[config.mk]
export PLATFORM = sky130hd
export DESIGN_NAME = keypad_emulator
export DESIGN_NICKNAME = d
export VERILOG_FILES = /design/src/rtl/keypad_pkg.sv /design/src/rtl/keypad_map.sv /design/src/rtl/keypad_emulator.sv
export SDC_FILE = /design/constraint.sdc
export NUM_CORES = 1
export LEC_CHECK = 0
export BUFFER_PORTS_ARGS = -buffer_cell sky130_fd_sc_hd__buf_2
export CORE_AREA = 2 2 59 72
export DETAILED_ROUTE_END_ITERATION = 16
export DIE_AREA = 0 0 61 74
export PLACE_DENSITY = 0.69
export SLEW_MARGIN = 10
export SYNTH_ARGS = -nofsm -noshare
export SYNTH_HDL_FRONTEND = slang
export SYNTH_SLANG_ARGS = --single-unit
[constraint.sdc]
create_clock -name clk -period 6.1 [get_ports clk]
set_input_delay 1.83 -clock clk [delete_from_list [all_inputs] [get_ports clk]]
set_output_delay 1.83 -clock clk [all_outputs]
set_load 0.02 [all_outputs]
[src/rtl/keypad_pkg.sv]
// Shared keypad definitions: FSM state encoding, idle row pattern and the
// code-to-matrix-position map used by the emulator and by scanner-side code.
package keypad_pkg;

    localparam int CNT_W = 10;

    localparam logic [1:0] ST_IDLE   = 2'd0;
    localparam logic [1:0] ST_BOUNCE = 2'd1;
    localparam logic [1:0] ST_PRESS  = 2'd2;
    localparam logic [1:0] ST_GAP    = 2'd3;

    localparam logic [5:0] IDLE_ROW = 6'b111111;

    typedef struct packed {
        logic [5:0] row;
        logic [3:0] col;
    } key_pos_t;

    // Both row and column are active-low one-hot positions in the matrix.
    function automatic key_pos_t code_to_pos(input logic [3:0] c);
        case (c)
            4'h0: code_to_pos = '{6'b111110, 4'b1011};
            4'h1: code_to_pos = '{6'b011111, 4'b0111};
            4'h2: code_to_pos = '{6'b011111, 4'b1011};
            4'h3: code_to_pos = '{6'b011111, 4'b1101};
            4'h4: code_to_pos = '{6'b101111, 4'b0111};
            4'h5: code_to_pos = '{6'b101111, 4'b1011};
            4'h6: code_to_pos = '{6'b101111, 4'b1101};
            4'h7: code_to_pos = '{6'b110111, 4'b0111};
            4'h8: code_to_pos = '{6'b110111, 4'b1011};
            4'h9: code_to_pos = '{6'b110111, 4'b1101};
            4'hA: code_to_pos = '{6'b110111, 4'b1110};
            4'hB: code_to_pos = '{6'b111101, 4'b1101};
            4'hC: code_to_pos = '{6'b111011, 4'b1101};
            4'hD: code_to_pos = '{6'b111011, 4'b1011};
            4'hE: code_to_pos = '{6'b111011, 4'b0111};
            4'hF: code_to_pos = '{6'b011111, 4'b1110};
        endcase
    endfunction

endpackage

[src/rtl/keypad_map.sv]
// Combinational lookup from key code to its active-low row and column.
module keypad_map
    import keypad_pkg::*;
(
    input  logic [3:0] code,
    output logic [5:0] row,
    output logic [3:0] col
);

    key_pos_t pos;

    assign pos = code_to_pos(code);
    assign row = pos.row;
    assign col = pos.col;

endmodule

[src/rtl/keypad_emulator.sv]
// Emulates one key of a row/column matrix: on req it closes the contact for a
// held period (optionally preceded by bounce), then releases and pulses done.
module keypad_emulator
    import keypad_pkg::*;
#(
    parameter int HOLD_CYCLES   = 16,
    parameter int GAP_CYCLES    = 8,
    parameter int BOUNCE_CYCLES = 0
) (
    input  logic       clk,
    input  logic       rst_n,
    input  logic [3:0] key_out,
    output logic [5:0] key_in,
    input  logic       req,
    input  logic [3:0] code,
    input  logic       cancel,
    output logic       busy,
    output logic       done
);

    localparam logic [CNT_W-1:0] HOLD_LOAD   = CNT_W'(HOLD_CYCLES - 1);
    localparam logic [CNT_W-1:0] GAP_LOAD    = CNT_W'(GAP_CYCLES - 1);
    localparam logic [CNT_W-1:0] BOUNCE_LOAD = CNT_W'(BOUNCE_CYCLES - 1);
    // The counter runs down, so "even elapsed cycle" means the count parity
    // matches the parity of the loaded value.
    localparam logic             BOUNCE_PAR  = BOUNCE_LOAD[0];

    logic [1:0]       state;
    logic [1:0]       next_state;
    logic [CNT_W-1:0] cnt;
    logic             cnt_load;
    logic [CNT_W-1:0] cnt_load_val;
    logic [3:0]       code_q;
    logic [5:0]       row;
    logic [3:0]       col;
    logic             contact_closed;

    keypad_map u_map (
        .code (code_q),
        .row  (row),
        .col  (col)
    );

    always_comb begin
        next_state   = state;
        cnt_load     = 1'b0;
        cnt_load_val = '0;
        case (state)
            ST_IDLE: begin
                if (req) begin
                    cnt_load = 1'b1;
                    if (BOUNCE_CYCLES > 0) begin
                        next_state   = ST_BOUNCE;
                        cnt_load_val = BOUNCE_LOAD;
                    end else begin
                        next_state   = ST_PRESS;
                        cnt_load_val = HOLD_LOAD;
                    end
                end
            end
            ST_BOUNCE: begin
                if (cancel) begin
                    next_state   = ST_GAP;
                    cnt_load     = 1'b1;
                    cnt_load_val = GAP_LOAD;
                end else if (cnt == '0) begin
                    next_state   = ST_PRESS;
                    cnt_load     = 1'b1;
                    cnt_load_val = HOLD_LOAD;
                end
            end
            ST_PRESS: begin
                if (cancel || cnt == '0) begin
                    next_state   = ST_GAP;
                    cnt_load     = 1'b1;
                    cnt_load_val = GAP_LOAD;
                end
            end
            default: begin
                if (cnt == '0) begin
                    next_state = ST_IDLE;
                end
            end
        endcase
    end

    always_ff @(posedge clk) begin
        if (!rst_n) begin
            state  <= ST_IDLE;
            cnt    <= '0;
            code_q <= '0;
        end else begin
            state <= next_state;
            if (cnt_load) begin
                cnt <= cnt_load_val;
            end else if (cnt != '0) begin
                cnt <= cnt - 1'b1;
            end
            if (state == ST_IDLE && req) begin
                code_q <= code;
            end
        end
    end

    assign contact_closed = (state == ST_PRESS) ||
                            (state == ST_BOUNCE && cnt[0] == BOUNCE_PAR);

    // Zero-cycle path from the scanner's column drive, like a real switch.
    assign key_in = (contact_closed && key_out == col) ? row : IDLE_ROW;
    assign busy   = (state != ST_IDLE);
    assign done   = (state == ST_GAP) && (cnt == '0);

endmodule
Word-level counts from Yosys, hierarchy flattened
Memory sizes are Yosys's and may differ from the RTL's. A register that Yosys moved wholly into a read port is not among the register bits.
Index checks and enable logic that the tools add are counted.
- add/sub/neg operators: 1
- equal/unequal tests: 7
- muxes and demuxes: 21
- reductions and logical operators: 13
- operator list (cell ; number):
    two-way mux 10 bit ; 2
    two-way mux 4 bit ; 5
    one-hot mux 4 bit (3 select lines) ; 1
    logical NOT 10 bit ; 1
    two-way mux 2 bit ; 5
    nonzero test 10 bit ; 1
    subtractor 10 x 1 -> 10 bit (second input constant) ; 1
    two-way mux 6 bit ; 1
    one-hot mux 2 bit (3 select lines) ; 1
    == test 2 bit (second input constant) ; 2
    == test 4 bit ; 1
    logical AND 1 bit ; 4
    two-way mux 1 bit ; 4
    != test 2 bit (second input constant) ; 2
    AND reduction 4 bit ; 1
    nonzero test 2 bit ; 2
    nonzero test 4 bit ; 1
    two-way mux 3 bit ; 1
    != test 3 bit (second input constant) ; 1
    one-hot mux 1 bit (3 select lines) ; 1
    == test 2 x 1 -> 1 bit (second input constant) ; 1
    logical NOT 2 bit ; 1
    logical OR 1 bit ; 2
- flip-flop bits (word level): 16
- ROM bits: 160
- logic and storage cells: 46
- memories kept: 1
- memories (memory ; words ; bits a word ; read ports ; clocked after Yosys merged registers in ; write ports ; line ; RTL):
    (name not given) ; 16 ; 10 ; 1 ; 1 ; 0 ; keypad_pkg.sv:21 ; case (c)

Longest topological paths before layout
Gate-level depths: netlist of the first run.
- depth in word-level cells: 5
- depth in mapped cells: 10
- mapped depth without buffers: 10

Hierarchy
A second synthesis of the first run with hierarchy kept.
- cell total of the unflattened synthesis: 153
- area, all modules: 1283.7 um^2
- by module, submodules not included (module ; times used ; cells each ; area an instance (um^2) ; seq. area each (um^2)):
    keypad_emulator ; 1 ; 121 ; 1038.5 ; 320.3
    keypad_map ; 1 ; 32 ; 245.2 ; 0.0

Least setup slack after synthesis of the first run
No wires, ideal clock.
- path kind: input port to output port
- from: in key_out[0]
- to: out key_in[0]
- arrival time: 2.526 ns
- setup slack: 1.744 ns
- stages: 4
- path buffers: 0
- cell sequence: xor2_1 nor2_1 nand4_1 or2_2
- cells in the longest elaborated chain, start to end: 3
- ends and longest elaborated chain (element ; line ; RTL):
    start, declared ; keypad_emulator.sv:12 ; input logic [3:0] key_out,
    == test 4 bit ; keypad_emulator.sv:109 ; assign key_in = (contact_closed && key_out == col) ? row : IDLE_ROW;
    logical AND 1 bit ; keypad_emulator.sv:109 ;
    two-way mux 6 bit ; keypad_emulator.sv:109 ;
    end, declared ; keypad_emulator.sv:13 ; output logic [5:0] key_in,
Every way passes these cells.

Worst setup path after layout of the first run
- from: in key_out[0]
- to: out key_in[5]
Same word-level chain as after synthesis.

==> results of run 1 <==
[metal layers]
metal | global-route usage | routed length [um] | vias to the layer above
met2 | 0.2497 | 1433 | 11
met5 | 0 | 0 | -
met4 | 0.06763 | 60 | 0
met3 | 0.02087 | 43 | 4
li1 | - | - | 595
met1 | 0.1683 | 1194 | 535
[cell type report]
class,instances,area [sq um],share of cell area
timing repair buffer,19,95.09,0.05753
multi-input combinational,116,883.3,0.5344
inverter,12,45.04,0.02725
tap,54,67.56,0.04088
clock buffer,3,41.29,0.02498
sequential,26,520.5,0.3149
[cells in the final DEF, fill, tap and decap left out, types with 2 or more instances in the layout]
| master | instances |
|---|---|
| o21a_1 | 4 |
| ha_1 | 12 |
| nor3_1 | 3 |
| nand2_1 | 9 |
| a21boi_0 | 2 |
| nor3b_1 | 2 |
| o31a_1 | 2 |
| o21ai_0 | 2 |
| or2_2 | 6 |
| nand2b_1 | 2 |
| inv_1 | 11 |
| clkbuf_8 | 3 |
| nand3b_1 | 2 |
| or4_4 | 2 |
| buf_2 | 19 |
| o22ai_1 | 2 |
| mux2_2 | 2 |
| xnor2_1 | 6 |
| nand3_1 | 3 |
| or4_1 | 2 |
| nand4_1 | 3 |
| a21oi_1 | 7 |
| nor2_1 | 9 |
| xor2_1 | 3 |
| dfxtp_1 | 26 |
| a31oi_1 | 2 |
| mux2i_1 | 9 |
[power groups by stage]
stage	clock network (mW)	logic (mW)	registers, mW
after floorplan	0	0.344	0.261
after global placement	0	0.397	0.271
after detailed placement	0	0.402	0.271
after CTS	0.0998	0.405	0.268
after global routing	0.106	0.456	0.277
final	0.0964	0.400	0.268
[worst max-delay path by stage]
stage                from        end  slack [ps]  cells after the start
6_report       key_out[0]  key_in[5]        1420                      6
5_1_grt        key_out[0]  key_in[2]        1330                      6
4_1_cts        key_out[0]  key_in[5]        1410                      6
3_5_place_dp   key_out[0]  key_in[5]        1410                      6
3_3_place_gp   key_out[0]  key_in[4]        1440                      6
2_1_floorplan  key_out[0]  key_in[0]        1740                      4
[through the flow]
step / instances / area (sq um)
5_1_grt: 230 / 1653
2_1_floorplan: 159 / 1478
3_5_place_dp: 227 / 1612
4_1_cts: 230 / 1653
3_3_place_gp: 227 / 1612
6_report: 230 / 1653
[sequential cells by signal (all words and copies together) (netlist names)]
| register | count |
|---|---|
| u_map.pos | 10 |
| state | 2 |
| code_q | 4 |
| cnt | 10 |
[worst register-to-register path, stage by stage, from the launching register on]
cell and delay, ps:
dfxtp_1 350, inv_1 100, ha_1 260, and2_1 270, nand2_1 90, a21boi_0 560
inv_1 190, ha_1 320, inv_1 50, mux2i_1 60, o21a_1 190
[cell families after synthesis]
kind of cell,after synthesis
AND/OR/NAND/NOR,53
AO/OA/AOI/OAI,31
flip-flops,26
buffers and inverters,17
adder cells (fa/ha/maj),12
multiplexers,11
XOR/XNOR,9
==> run metrics, run 1 <==
DRC 0; clock skew 4.402 ps; worst-margin pin slew 839.2 ps; Die Wd 61 um; dominant cell type by area after synthesis dfxtp_1; Clk pwr share 0.126; Max-cap violations 0; CTS Buf Count 3; hold endpoint code_q[1]; Final Util 0.4296; I/O Buffers 19; worst slack at placement 1405 ps; post-synthesis net count 183; Placer Congestion 0.7721; crit-path max FO 6; asr flop ratio synth 0; switch share 0.4141; leak pwr 0.6641 nW; postcts setup bufs 0; Worst-path clk slew 90 ps; Synth Flop Type dfxtp_1; initial core utilization 0.3841; Sw Pwr 0.3165 mW; htree depth 1; reg-to-reg slack, setup 3560 ps; adder-cell share of the synthesized area 0.1016; Post-Syn Area 1478 sq um; Rows 25; CP max stage cell or2_2; first-pass GRT wire length 4.850 mm; Max-slew headroom 0.4368; share of cells above drive strength 1 0.2386; final net count 202; setup TNS 0 ps; Crit path arrival time 2850 ps; Yosys reg bits 26; drt initial violations 48; CTS root buf clkbuf_8; Gate power share 0.524; Min-Delay Path Depth 2; Mapped Avg Cell Area 9.294 sq um; post-synthesis simple-gate area fraction 0.2117; # IOs 20; Crit path max-delay family simple AND/OR/NAND/NOR gates; Overall Power 0.7643 mW; GRT overflow 0; RSZ-0062 raised after global routing no; fmax 0.2139 GHz; DR WL/cell 11.87 um; vias 1145; CP bufs+invs 2; Post-DRT Antenna Nets 0; Post-synth top cells dfxtp_1, ha_1, inv_1; internal power 0.4478 mW; Tcrit/Tclk final 0.7665; post-route worst setup slack 1425 ps; worst min path class reg -> reg; total routed wirelength 2.731 mm; R2R depth 10; Crit path top cell by count buf_2; total die area 4514 sq um; count leader, synth dfxtp_1; core area 3847 sq um; area delta synth->final 11.85%; critical path's largest stage delay 330 ps; CTS tree built; XOR/XNOR Fraction of Synth Area 0.05334; largest net degree at the start of global routing 18; Synth cell types 49; Flop pwr share 0.350; Slew Viols, Final 0; Syn Inst Count 159; Worst-Skew Late Latency 270 ps; hpwl dp 2.086 mm; Worst Hold Launch code_q[1]; Synth top area share 0.3522; Setup Viol. Count Final 0; top cells by area, synth dfxtp_1, ha_1, mux2i_1; initial antenna violation count 0; main combinational cell family by area after synthesis simple AND/OR/NAND/NOR gates; multiplexer share of the synthesized area 0.07621; Period minus WS final 4675 ps; reg2reg end u_map.pos[3]; Avg Vias per Cell 4.978; YS warnings 0; status completed; Crit Path Category in -> out; fill cell count 386; Max VDD drop 0.0001607 V; Post-synth EDFFs 0; total power divided by cell area 462.4 nW/um^2; Synth Area in Compound Gates 0.1550; endpoint class of the critical path output pin; Tot GR Track Use 0.1428; Die Y 74 um; vias in the first global route 1077; DRT Pass-1 Iters 4; Critical Path, Cell by Cell buf_2 > xor2_1 > nor2_1 > nand4_1 > or2_2 > buf_2; CP Data Required Time 4270 ps; hold_ws 478.5 ps; final hold vios 0; register area share after synthesis 0.3522; cts hold-fix bufs 0; # clock sinks 26; n_diodes 0; Worst setup SP type input port; CTS max path bufs 2; Resized Gates After CTS 0; FF-to-FF Start state[1]
No activity file was read; power rests on OpenSTA's default activity.
==> run 2: changes to the inputs <==
Settings changed: PLACE_DENSITY 0.69 to 0.72.
Clock period 6.1 ns to 4.05 ns, I/O delays scaled along.
==> run 2 against run 1 <==
Compared with the run above: via count down 0.70%; sequential cell count unchanged; non-clock buffer count unchanged; setup slack worse by 820 ps; sequential power up 51%; hold slack worse by 3.3 ps; total power up 54%; clock skew up 4.9 ps; sequential share of layout area down 0.26 points; utilization up 0.36 points; clock power up 74%; combinational power up 52%; critical path type unchanged; largest power group unchanged.
==> run metrics, run 2 (synthesis gave the netlist of run 1 again) <==
status completed; CTS max path bufs 2; Rows 25; Max VDD drop 0.0002928 V; Max-slew headroom 0.4240; n_diodes 0; worst slack at placement 595.3 ps; Tcrit/Tclk final 0.8496; leak pwr 0.6713 nW; Die Y 74 um; total routed wirelength 2.664 mm; CP bufs+invs 2; Resized Gates After CTS 0; CP Data Required Time 2830 ps; commonest non-fill, non-tap cell in the layout dfxtp_1; post-route worst setup slack 608.9 ps; Critical Path, Cell by Cell buf_2 > xor2_1 > nor2_1 > nand4_1 > or2_2 > buf_2; most frequent cells in the layout dfxtp_1, buf_2, ha_1; drt initial violations 20; Tot GR Track Use 0.1331; Overall Power 1.180 mW; DRT Pass-1 Iters 4; Period minus WS final 3441 ps; cts hold-fix bufs 0; vias in the first global route 1056; # IOs 20; CTS Buf Count 3; critical path's largest stage delay 330 ps; GRT overflow 0; CTS tree built; Placer Congestion 0.8307; core area 3847 sq um; final hold vios 0; share of cells above drive strength 1 0.2429; CTS root buf clkbuf_8; setup TNS 0 ps; Setup Viol. Count Final 0; # clock sinks 26; worst min path class reg -> reg; crit-path max FO 6; Crit path max-delay family simple AND/OR/NAND/NOR gates; endpoint class of the critical path output pin; fmax 0.2906 GHz; DR WL/cell 11.53 um; total die area 4514 sq um; RSZ-0062 raised after global routing no; total power divided by cell area 708.3 nW/um^2; initial core utilization 0.3841; design area 1667 sq um; Slew Viols, Final 0; Worst-path clk slew 90 ps; Die Wd 61 um; I/O Buffers 19; vias 1137; Avg Vias per Cell 4.922; Placed Area 1612 sq um; htree depth 1; Worst-Skew Late Latency 270 ps; Crit path arrival time 2230 ps; clock skew 9.255 ps; Max-cap violations 0; CP max stage cell or2_2; first-pass GRT wire length 4.629 mm; postcts setup bufs 0; area delta synth->final 12.79%; initial antenna violation count 0; DRC 0; worst-margin pin slew 858.2 ps; Crit path top cell by count buf_2; Post-DRT Antenna Nets 0; Worst setup SP type input port; hpwl dp 1.993 mm; largest net degree at the start of global routing 18; final net count 202; Crit Path Category in -> out
==> run 2: cell count changes in the layout (fill, tap and decap cells not counted) <==
cell | previous run | this run
clkbuf_8 | 3 | 4
==> run 2: area by class of cell <==
class | count | area [sq um]
Multi-Input combinational cell | 116 | 883.3
Timing Repair Buffer | 19 | 95.09
Sequential cell | 26 | 520.5
Fill cell | 386 | 2181
Tap cell | 54 | 67.56
Clock buffer | 4 | 55.05
Inverter | 12 | 45.04
==> run 2: metal layers <==
metal | up-vias | global-route usage | part of all wire
met5 | - | 0 | 0
met4 | 0 | 0.06039 | 0.017
met3 | 4 | 0.02261 | 0.022
met2 | 13 | 0.2139 | 0.48
met1 | 523 | 0.1729 | 0.48
li1 | 597 | - | -
==> run 2: worst min-delay path, cell delays in order (launching register included) <==
cell      delay, ps
dfxtp_1         310
nand2_1          60
a21boi_0         70
==> run 2: report_power, final <==
group	switching, mW	internal [mW]	total, mW
clock network	0.0810	0.0869	0.168
registers	0.0685	0.336	0.405
logic	0.337	0.271	0.608
==> run 2: final timing paths <==
check | from | endpoint | slack [ps] | cells past startpoint
worst min register to register | code_q[1] | code_q[1] | 480 | 2
worst min-delay path | code_q[1] | code_q[1] | 480 | 2
worst max register to register | state[1] | u_map.pos[3] | 1440 | 10
worst max-delay path | key_out[0] | key_in[2] | 610 | 6
==> run 2: through the flow <==
stage / cells / hold WS, ps / util
floorplan: 159 / 445.7 / -
global placement: 227 / 453.5 / 0.4189
detailed placement: 227 / 463.5 / 0.4189
CTS: 231 / 477.3 / 0.4332
global route: 231 / 516.3 / 0.4332
finish: 231 / 475.1 / 0.4332
==> run 3: changes to the inputs <==
Clock period 4.05 ns to 3 ns, I/O delays scaled along.
==> run 3 against run 2 <==
Compared with the run above: count of clock-buffer cells in the layout unchanged; clock power increased by 33%; sequential share of layout area decreased by 0.51 points; die area unchanged; register-to-register slack got worse by 840 ps; sequential cell count unchanged; total power increased by 37%.
==> run metrics, run 3 (synthesis gave the netlist of run 1 again) <==
Worst-Skew Late Latency 260 ps; clock skew 3.769 ps; Slew Viols, Final 0; leak pwr 0.6900 nW; # clock sinks 26; Max VDD drop 0.0003851 V; total power divided by cell area 953.9 nW/um^2; CP bufs+invs 2; Crit Path Category in -> out; first-pass GRT wire length 4.443 mm; commonest non-fill, non-tap cell in the layout dfxtp_1; Final Util 0.4403; vias in the first global route 973; Die Y 74 um; final net count 205; Tcrit/Tclk final 0.9347; drt initial violations 24; Period minus WS final 2804 ps; Worst setup SP type input port; postcts setup bufs 0; Avg Vias per Cell 4.812; Die Wd 61 um; largest net degree at the start of global routing 18; Worst-path clk slew 90 ps; fmax 0.3566 GHz; Finished Layout Cells 234; setup TNS 0 ps; crit-path max FO 6; CTS max path bufs 2; area delta synth->final 14.65%; hold_ws 475.4 ps; Crit path max-delay family simple AND/OR/NAND/NOR gates; CTS Buf Count 3; worst-margin pin slew 635.5 ps; GRT overflow 0; worst min path class reg -> reg; CTS tree built; Max-cap violations 0; total die area 4514 sq um; # IOs 20; Placer Congestion 0.8285; n_diodes 0; CP Data Required Time 2100 ps; most frequent cells in the layout dfxtp_1, buf_2, ha_1; htree depth 1; total routed wirelength 2.630 mm; final hold vios 0; Tot GR Track Use 0.1282; DRC 0; Setup Viol. Count Final 0; placed cells 230; CP max stage cell or2_2; Max-slew headroom 0.5735; Post-DRT Antenna Nets 0; Overall Power 1.616 mW; I/O Buffers 19; DRT Pass-1 Iters 4; RSZ-0062 raised after global routing no; reg-to-reg slack, setup 600 ps; initial antenna violation count 0; DR WL/cell 11.24 um; Crit path top cell by count buf_2; share of cells above drive strength 1 0.2611; Crit path arrival time 1900 ps; core area 3847 sq um; Critical Path, Cell by Cell buf_2 > xor2_1 > nor2_1 > nand4_1 > or2_2 > buf_2; hpwl dp 2.051 mm; vias 1126; critical path's largest stage delay 330 ps; initial core utilization 0.3841; endpoint class of the critical path output pin; CTS root buf clkbuf_8; Rows 25; status completed
[run 3: cell types whose count changed in the layout (fill, tap and decap cells not counted), sizes merged]
cell / previous run / this run
buf: 19 / 22
[run 3: power breakdown]
group	switching (mW)	leakage (nW)	internal [mW]
logic	0.451	0.447	0.394
registers	0.0937	0.214	0.454
clock network	0.107	0.0288	0.117
total	0.652	0.690	0.964
[run 3: repair_timing]
action	in CTS	in global routing
endpoints found under the setup margin	0	1
hold buffers	0	0
resized for setup	0	1
[run 3: per-layer routing]
| layer | routed length, um | GRT usage | part of all wire | vias to the layer above |
|---|---|---|---|---|
| met5 | 0 | 0 | 0 | - |
| met4 | 23 | 0.02899 | 0.0087 | 0 |
| met3 | 53 | 0.02783 | 0.020 | 2 |
| met2 | 1324 | 0.2127 | 0.50 | 9 |
| met1 | 1229 | 0.1699 | 0.47 | 512 |
| li1 | - | - | - | 603 |
[run 3: worst paths after layout]
kind	depth (start not counted)	start	end
max reg2reg	10	state[1]	u_map.pos[3]
min reg2reg	2	code_q[1]	code_q[1]
min	2	code_q[1]	code_q[1]
max	6	key_out[0]	key_in[0]
[run 3: worst register-to-register path, stage by stage, from the launching register on]
cell	delay, ps
dfxtp_1	360
inv_1	110
ha_1	270
and2_1	270
nand2_1	90
a21boi_0	440
inv_1	160
ha_1	310
inv_1	60
mux2i_1	60
o21a_1	180
[run 3: cell type report]
cell class | instances | area [sq um]
fill | 386 | 2153
tap | 54 | 67.56
multi-input combinational | 116 | 888.4
inverter | 12 | 45.04
clock buffer | 4 | 55.05
timing repair buffer | 22 | 117.6
sequential | 26 | 520.5
[run 3: per-stage QoR]
stage | worst slack (ps) | area (sq um)
6_report | 195.8 | 1694
5_1_grt | 55.87 | 1694
4_1_cts | 87.30 | 1689
3_5_place_dp | 180.6 | 1634
3_3_place_gp | 203.0 | 1634
2_1_floorplan | 504.3 | 1478
